## src/rtl/imem_loader_pkg.sv

```systemverilog
// Shared definitions for the instruction-memory program loader.
// The address width and depth defaults match Instruction_memory so the
// loader and the memory stay in agreement when either is resized.
package imem_loader_pkg;

  localparam int unsigned IMEM_ADDR_WIDTH = 8;
  localparam int unsigned IMEM_DEPTH      = 256;

  // Running checksum type: a plain XOR of every data byte
  typedef logic [7:0] csum_t;

  // Loader sequencing states, in stream order
  typedef enum logic [2:0] {
    IDLE,
    LEN_HI,
    LEN_LO,
    DATA,
    CHECK,
    DONE,
    ERROR
  } state_e;

  // States in which the loader consumes bytes from the stream
  function automatic logic accepts_bytes(input state_e s);
    return (s == LEN_HI) || (s == LEN_LO) || (s == DATA) || (s == CHECK);
  endfunction

endpackage

```

## src/rtl/imem_loader_byte_to_word_packer.sv

```systemverilog
// Assembles big-endian 32-bit words from a byte stream.
// The first three bytes of a word sit in a shift register; the fourth byte
// is combined directly so the full word and its valid pulse appear in the
// same cycle the fourth byte is accepted.
module byte_to_word_packer (
  input  logic        clk_i,
  input  logic        reset_i,
  input  logic [7:0]  byte_i,
  input  logic        strobe_i,
  input  logic        clear_i,
  input  logic [1:0]  byte_cnt_i,
  output logic [31:0] word_o,
  output logic        word_valid_o
);

  logic [23:0] shift_q;
  logic [23:0] shift_d;

  // Shift each accepted byte in; clearing wins over shifting
  always_comb begin
    shift_d = shift_q;
    if (clear_i) begin
      shift_d = '0;
    end else if (strobe_i) begin
      shift_d = {shift_q[15:0], byte_i};
    end
  end

  // Shift register state with synchronous reset
  always_ff @(posedge clk_i) begin
    if (reset_i) begin
      shift_q <= '0;
    end else begin
      shift_q <= shift_d;
    end
  end

  assign word_o       = {shift_q, byte_i};
  assign word_valid_o = strobe_i && (byte_cnt_i == 2'd3);

endmodule

```

## src/rtl/imem_loader.sv

```systemverilog
// Program loader for the MIPS-32 instruction memory.
// Parses a length-prefixed, XOR-checksummed byte stream, writes each word
// into instruction memory and keeps the CPU in reset until the image has
// been verified.
module imem_loader
  import imem_loader_pkg::*;
#(
  parameter int unsigned ADDR_WIDTH = IMEM_ADDR_WIDTH,
  parameter int unsigned DEPTH      = IMEM_DEPTH
) (
  input  logic                  Clk,
  input  logic                  reset,
  input  logic                  start,
  input  logic [7:0]            in_byte,
  input  logic                  in_valid,
  output logic                  in_ready,
  output logic                  mem_we,
  output logic [ADDR_WIDTH-1:0] mem_addr,
  output logic [31:0]           mem_wdata,
  output logic                  cpu_reset,
  output logic                  busy,
  output logic                  done,
  output logic                  error
);

  localparam logic [16:0] DepthW = 17'(DEPTH);

  state_e                state_q, state_d;
  logic [7:0]            lenHi_q, lenHi_d;
  logic [15:0]           len_q, len_d;
  logic [15:0]           wordCnt_q, wordCnt_d;
  logic [1:0]            byteCnt_q, byteCnt_d;
  csum_t                 csum_q, csum_d;
  logic                  memWe_q, memWe_d;
  logic [ADDR_WIDTH-1:0] memAddr_q, memAddr_d;
  logic [31:0]           memWdata_q, memWdata_d;

  logic                  accept;
  logic                  packStrobe;
  logic                  packClear;
  logic [31:0]           packWord;
  logic                  packValid;
  logic [15:0]           lenNext;

  byte_to_word_packer u_packer (
    .clk_i        (Clk),
    .reset_i      (reset),
    .byte_i       (in_byte),
    .strobe_i     (packStrobe),
    .clear_i      (packClear),
    .byte_cnt_i   (byteCnt_q),
    .word_o       (packWord),
    .word_valid_o (packValid)
  );

  // Status outputs are pure decodes of the registered state
  assign in_ready  = accepts_bytes(state_q);
  assign busy      = accepts_bytes(state_q);
  assign cpu_reset = accepts_bytes(state_q) || (state_q == ERROR);
  assign done      = (state_q == DONE);
  assign error     = (state_q == ERROR);
  assign accept    = in_valid && in_ready;
  assign lenNext   = {lenHi_q, in_byte};

  assign mem_we    = memWe_q;
  assign mem_addr  = memAddr_q;
  assign mem_wdata = memWdata_q;

  // Next-state logic: stream parsing, counters, checksum and write port
  always_comb begin
    state_d    = state_q;
    lenHi_d    = lenHi_q;
    len_d      = len_q;
    wordCnt_d  = wordCnt_q;
    byteCnt_d  = byteCnt_q;
    csum_d     = csum_q;
    packStrobe = 1'b0;
    packClear  = 1'b0;

    case (state_q)
      IDLE, DONE, ERROR: begin
        if (start) begin
          state_d   = LEN_HI;
          wordCnt_d = '0;
          byteCnt_d = '0;
          csum_d    = '0;
          packClear = 1'b1;
        end
      end
      LEN_HI: begin
        if (accept) begin
          lenHi_d = in_byte;
          state_d = LEN_LO;
        end
      end
      LEN_LO: begin
        if (accept) begin
          len_d = lenNext;
          if (lenNext == 16'd0) begin
            state_d = CHECK;
          end else if ({1'b0, lenNext} > DepthW) begin
            state_d = ERROR;
          end else begin
            state_d = DATA;
          end
        end
      end
      DATA: begin
        if (accept) begin
          packStrobe = 1'b1;
          csum_d     = csum_q ^ in_byte;
          byteCnt_d  = byteCnt_q + 2'd1;
          if (byteCnt_q == 2'd3) begin
            wordCnt_d = wordCnt_q + 16'd1;
            if (wordCnt_q == (len_q - 16'd1)) begin
              state_d = CHECK;
            end
          end
        end
      end
      CHECK: begin
        if (accept) begin
          state_d = (in_byte == csum_q) ? DONE : ERROR;
        end
      end
      default: state_d = IDLE;
    endcase

    memWe_d    = packValid;
    memAddr_d  = packValid ? wordCnt_q[ADDR_WIDTH-1:0] : memAddr_q;
    memWdata_d = packValid ? packWord : memWdata_q;
  end

  // State register; reset abandons any load in progress and pending write
  always_ff @(posedge Clk) begin
    if (reset) begin
      state_q    <= IDLE;
      lenHi_q    <= '0;
      len_q      <= '0;
      wordCnt_q  <= '0;
      byteCnt_q  <= '0;
      csum_q     <= '0;
      memWe_q    <= 1'b0;
      memAddr_q  <= '0;
      memWdata_q <= '0;
    end else begin
      state_q    <= state_d;
      lenHi_q    <= lenHi_d;
      len_q      <= len_d;
      wordCnt_q  <= wordCnt_d;
      byteCnt_q  <= byteCnt_d;
      csum_q     <= csum_d;
      memWe_q    <= memWe_d;
      memAddr_q  <= memAddr_d;
      memWdata_q <= memWdata_d;
    end
  end

endmodule

```

## config.mk

```make
export PLATFORM = sky130hd
export DESIGN_NAME = imem_loader
export DESIGN_NICKNAME = d
export VERILOG_FILES = /design/src/rtl/imem_loader_pkg.sv /design/src/rtl/imem_loader_byte_to_word_packer.sv /design/src/rtl/imem_loader.sv
export SDC_FILE = /design/constraint.sdc
export NUM_CORES = 1
export LEC_CHECK = 0
export ABC_CLOCK_PERIOD_IN_PS = 2600
export CAP_MARGIN = 15
export CORE_ASPECT_RATIO = 1.2
export CORE_MARGIN = 1.5
export CORE_UTILIZATION = 60
export DETAILED_ROUTE_END_ITERATION = 16
export DONT_BUFFER_PORTS = 1
export PLACE_DENSITY = 0.78
export SLEW_MARGIN = 30
export SYNTH_ARGS = -nofsm -noshare
export SYNTH_HDL_FRONTEND = slang
export SYNTH_SLANG_ARGS = --single-unit
```

## constraint.sdc

```tcl
create_clock -name Clk -period 2.6 [get_ports Clk]
set_clock_uncertainty 0.15 [all_clocks]
set_input_delay 0.52 -clock Clk [delete_from_list [all_inputs] [get_ports Clk]]
set_output_delay 0.52 -clock Clk [all_outputs]
set_load 0.02 [all_outputs]
```

# Word-level counts from Yosys, hierarchy flattened
# Index checks and enable logic that the tools add are counted.
# word_totals
ff_bits	118
latchBits	0
ramBits	0
rom_bits	0
input_bits	12
elab_cells	72
memories	0
# classes
add_sub_neg	3
multipliers	0
div_mod_pow	0
magnitude_cmp	1
n_eq_ne	16
n_shift	0
n_mux	25
n_bitwise	1
reduce_logical	16
# ops
cell	count
16-bit two-way mux	3
16-bit case mux with 2 select lines	1
3-bit two-way mux	9
16-bit by 1-bit adder with 16-bit output, second input constant	1
16-bit equality test	1
16-bit by 9-bit > comparator with 1-bit output, second input constant	1
16-bit zero test	1
8-bit two-way mux	2
8-bit case mux with 2 select lines	1
16-bit by 1-bit subtractor with 16-bit output, second input constant	1
3-bit case mux with 5 select lines	1
2-bit != test, second input constant	5
3-bit equality test, second input constant	3
8-bit equality test	1
8-bit bitwise XOR	1
7-bit AND reduction	1
3-bit by 2-bit equality test with 1-bit output, second input constant	2
2-bit two-way mux	3
1-bit logical OR	4
1-bit two-way mux	4
2-bit by 1-bit != test with 1-bit output, second input constant	2
2-bit case mux with 2 select lines	1
2-bit AND reduction	2
4-bit AND reduction	1
other kinds (9)	10

# Depth between registers and ports, before layout
# logic_depth
ltp_word	8
ltp_mapped	10
depth_no_buf	9

# Modules after synthesis
# Synthesis repeated with hierarchy kept, for this count alone.
# hier_totals
cells_unflattened	613
hier_area_um2	5444.0
# by_module_without_submodules
module	instances	cells_each	area_per_inst_um2	seq_area_each_um2
imem_loader	1	525	4489.3	1881.8
byte_to_word_packer	1	88	954.7	480.5

# Worst setup path before layout
# No wires, ideal clock.
# synth_path
path_kind	reg-to-output
start	register state_q[0]
end	output port cpu_reset
arrival_time_ns	1.595
required_ns	1.930
setup_slack_ns	0.335
stages_incl_launch_ff	6
cell_sequence	dfxtp_1 > clkbuf_1 > clkbuf_1 > nor2_1 > xnor2_1 > or2_2
# synth_via
elab_chain_cells	5
elab_cells_between_ends	9
classes_between	5 x eq/ne; 4 x reduce/logical
# synth_rtl
item	line	source
start: declaration	imem_loader.sv:28	state_e state_q, state_d;
start signal: assignment	imem_loader.sv:147	state_q <= state_d;
3-bit by 1-bit equality test with 1-bit output / 3-bit by 2-bit equality test with 1-bit output (equally long branches)	-	
1-bit logical OR (2 in a row)	-	
1-bit logical OR *	-	
via busy	imem_loader.sv:21	output logic busy,
1-bit logical OR *	imem_loader.sv:59	assign cpu_reset = accepts_bytes(state_q) || (state_q == ERROR);
end: declaration	imem_loader.sv:20	output logic cpu_reset,
# The timed path passes the listed nets; every way through them passes the cells marked *.

# Worst setup path in the final report
# layout_path
start	register len_q[5]
end	register state_q[0]
# layout_via
elab_chain_cells	4
# layout_rtl
item	line	source
start: declaration	imem_loader.sv:30	logic [15:0] len_q, len_d;
start signal: assignment	imem_loader.sv:149	len_q <= len_d;
16-bit by 1-bit subtractor with 16-bit output	imem_loader.sv:115	if (wordCnt_q == (len_q - 16'd1)) begin
16-bit equality test	imem_loader.sv:115	
2-bit by 1-bit != test with 1-bit output (no source line)	-	
7-bit AND reduction (no source line)	-	
# No other way between the ends.
# A chain may end at the register's enable or synchronous reset.

==> impl_metrics.toml <==
[logic_synthesis]
syn_area_sq_mm = 0.005182
avgSynthCellArea_sq_um = 7.793
synth_seq_cells = 118
async_reset_ff_frac = 0
synth_warnings = 0
synthFlopType = "dfxtp_1"
yosysMostFrequentCell = "nand2_1"
synth_top_cell_area_share = 0.4558
synth_commonest_cells = "nand2_1 (176), dfxtp_1 (118), a21oi_1 (101)"
synthTopCellsByArea = "dfxtp_1 (46%), nand2_1 (13%), a21oi_1 (9.8%)"
yosysSeqAreaShare = 0.4558
synth_top_cell_by_area = "dfxtp_1"
synth_nets = 680
synth_edf_count = 0
synth_cells = 665
yosys.cell_types.count = 49

[placed_design]
dp_hpwl_mm = 8.048
io_buffer_count = 0
place_area_sq_mm = 0.005248
gp_congestion = 0.9137

[clock_tree]
cts_buffers = 17
clock_sinks = 118
post_cts_buffers = 0
cts_tree = "done"
cts_root_buffer = "clkbuf_8"
clk_latency_ns = 0.54
clk_pin_slew_ns = 0.05
htree_levels = 4
clockBufferDepth = 2

[floorplanning]
coreArea_sq_mm = 0.008243
initial_core_util = 0.6287
chipWidth_microns = 87.84
die-area_sq_mm = 0.009207
fp.dieH_microns = 104.8
io_pins = 58
rows = 36

[sta]
holdWs_ns = -0.001251
rsz0062_at_grt = "yes"
finalCritPeriodShare = 0.9601
final_hold_viol_count = 1
fmax_ghz = 0.4006
tightest_slew_ns = 0.5320
setup_viol = 0
tns_ns = 0
min_period_ns = 2.496
relSlewSlack = 0.6453
drv_slew = 0

[global_routing]
grt_pass1_vias = 4401
grt_util_all_layers = 0.2921
antenna_found_initial = 0
grt_max_degree = 79
grt_overflow_total = 0
grt_first_pass_wirelength_mm = 20.75

[route]
vias_per_cell = 5.804
drt_iter0_drc = 292
drt_wl_total_mm = 12.87
antenna_left = 0
vias = 4556
first_pass_iters = 5
drc = 0
wl_per_cell_microns = 16.39

[worst_setup_path]
worstRegToRegCells = 7
slowest_delay_ns = 0.47
timing.critical_path.fanout_max = 7
worstPathArrival_ns = 2.80
cp_slowest_cell = "nor4_4"
cp-start-kind = "register"
crit_type = "register to register"
crit_required_ns = 2.90
worstPathCellList = "nor4_4, nand4_1, or3_1, a22oi_2, nand4_2, o32ai_4, mux2i_1"
crit_path_end_kind = "register"

[finish]
fillCellCount = 613
area_growth_pct = 16.13
multi_input_area_sq_mm = 0.002621
nets = 675
final_util = 0.7301
seqCellArea_sq_mm = 0.002370
drive_gt1_frac = 0.08495
antenna_cells = 0
final_area_sq_mm = 0.006018

[run_status]
status = "complete, but fails checks"
violations = "hold timing"

[pwr]
powerDensity_mw_per_mm2 = 913.5
ir_worst_vdd_mv = 0.6348
leakage_uw = 0.002180

[worst_hold_path]
hp-class = "primary input to register"
holdPathStages = 2

[flow_run]
cap_violations = 0
==> sequential cells by signal, indices dropped and copies added, names as in the netlist <==
name	flops
state_q	3
mem_addr	8
mem_wdata	32
lenHi_q	8
u_packer.shift_q	24
len_q	16
mem_we	1
byteCnt_q	2
csum_q	8
wordCnt_q	16
==> cell usage in the layout, fill, tap and decap left out, types with 12 or more instances in the layout <==
cell type,n
a21oi_1,101
dfxtp_1,114
clkbuf_16,16
xnor2_1,21
dlygate4sd3_1,12
xor2_1,23
o21ai_0,16
nor2_1,51
nand2_1,176
buf_4,12
==> worst max-delay path, delay by kind of cell, from the launching register on <==
kind | cells | cell delay [ns]
simple gates | 4 | 1.20
compound gates | 2 | 0.48
flops | 1 | 0.37
mux | 1 | 0.22
==> worst paths after layout <==
check / startpoint / endpoint / slack [ns]
hold / removal: in_byte[1] / lenHi_q[1] / -0.001
setup / recovery: len_q[5] / state_q[0] / 0.10
hold reg to reg: u_packer.shift_q[19] / mem_wdata[27] / 0.30
setup reg to reg: len_q[5] / state_q[0] / 0.10
==> logic make-up after synthesis <==
logic type | share of synthesized area
multiplexers | 0.01932
AO/OA/AOI/OAI | 0.1427
adder cells (fa/ha/maj) | 0.007244
buffers and inverters | 0.04249
flip-flops | 0.4558
AND/OR/NAND/NOR | 0.2581
XOR/XNOR | 0.07436
==> per-stage QoR <==
stage / total power (uW) / worst slack [ns] / hold WS [ns] / instances
floorplan: 2860 / 0.3355 / 0.2821 / 665
global placement: 3006 / 0.2050 / 0.2873 / 742
detailed placement: 3042 / 0.09423 / 0.2883 / 742
CTS: 5458 / 0.04783 / 0.0006872 / 782
global route: 5708 / -0.02051 / 0.01029 / 785
finish: 5497 / 0.1037 / -0.001251 / 785
==> timing repair <==
item / in CTS / in global routing
pin swaps: 0 / 2
setup endpoints to repair: 1 / 4
hold buffers: 10 / 3
gates resized for setup: 1 / 7
hold endpoints to repair: 79 / 4
==> area by class of cell <==
cell class	count	share of cell area
multi-input cells	490	0.4356
well taps	114	0.02370
clock buffers	21	0.07464
clock inverters	9	0.02516
flip-flops and latches	118	0.3938
repair buffers	26	0.04283
inverters	7	0.004366
==> layer usage <==
metal | share of wire | global-route usage | wire length [microns]
met5 | 0 | 0 | 0
met4 | 0.035 | 0.1349 | 445
met3 | 0.054 | 0.09716 | 698
met2 | 0.51 | 0.4962 | 6626
met1 | 0.40 | 0.3217 | 5097
==> report_power, final <==
group	internal, uW	leakage (uW)	switching [uW]
registers	1880	0.000953	116
clock network	1590	0.000294	795
logic	439	0.000933	680
Power figures use the tool's default switching activity.
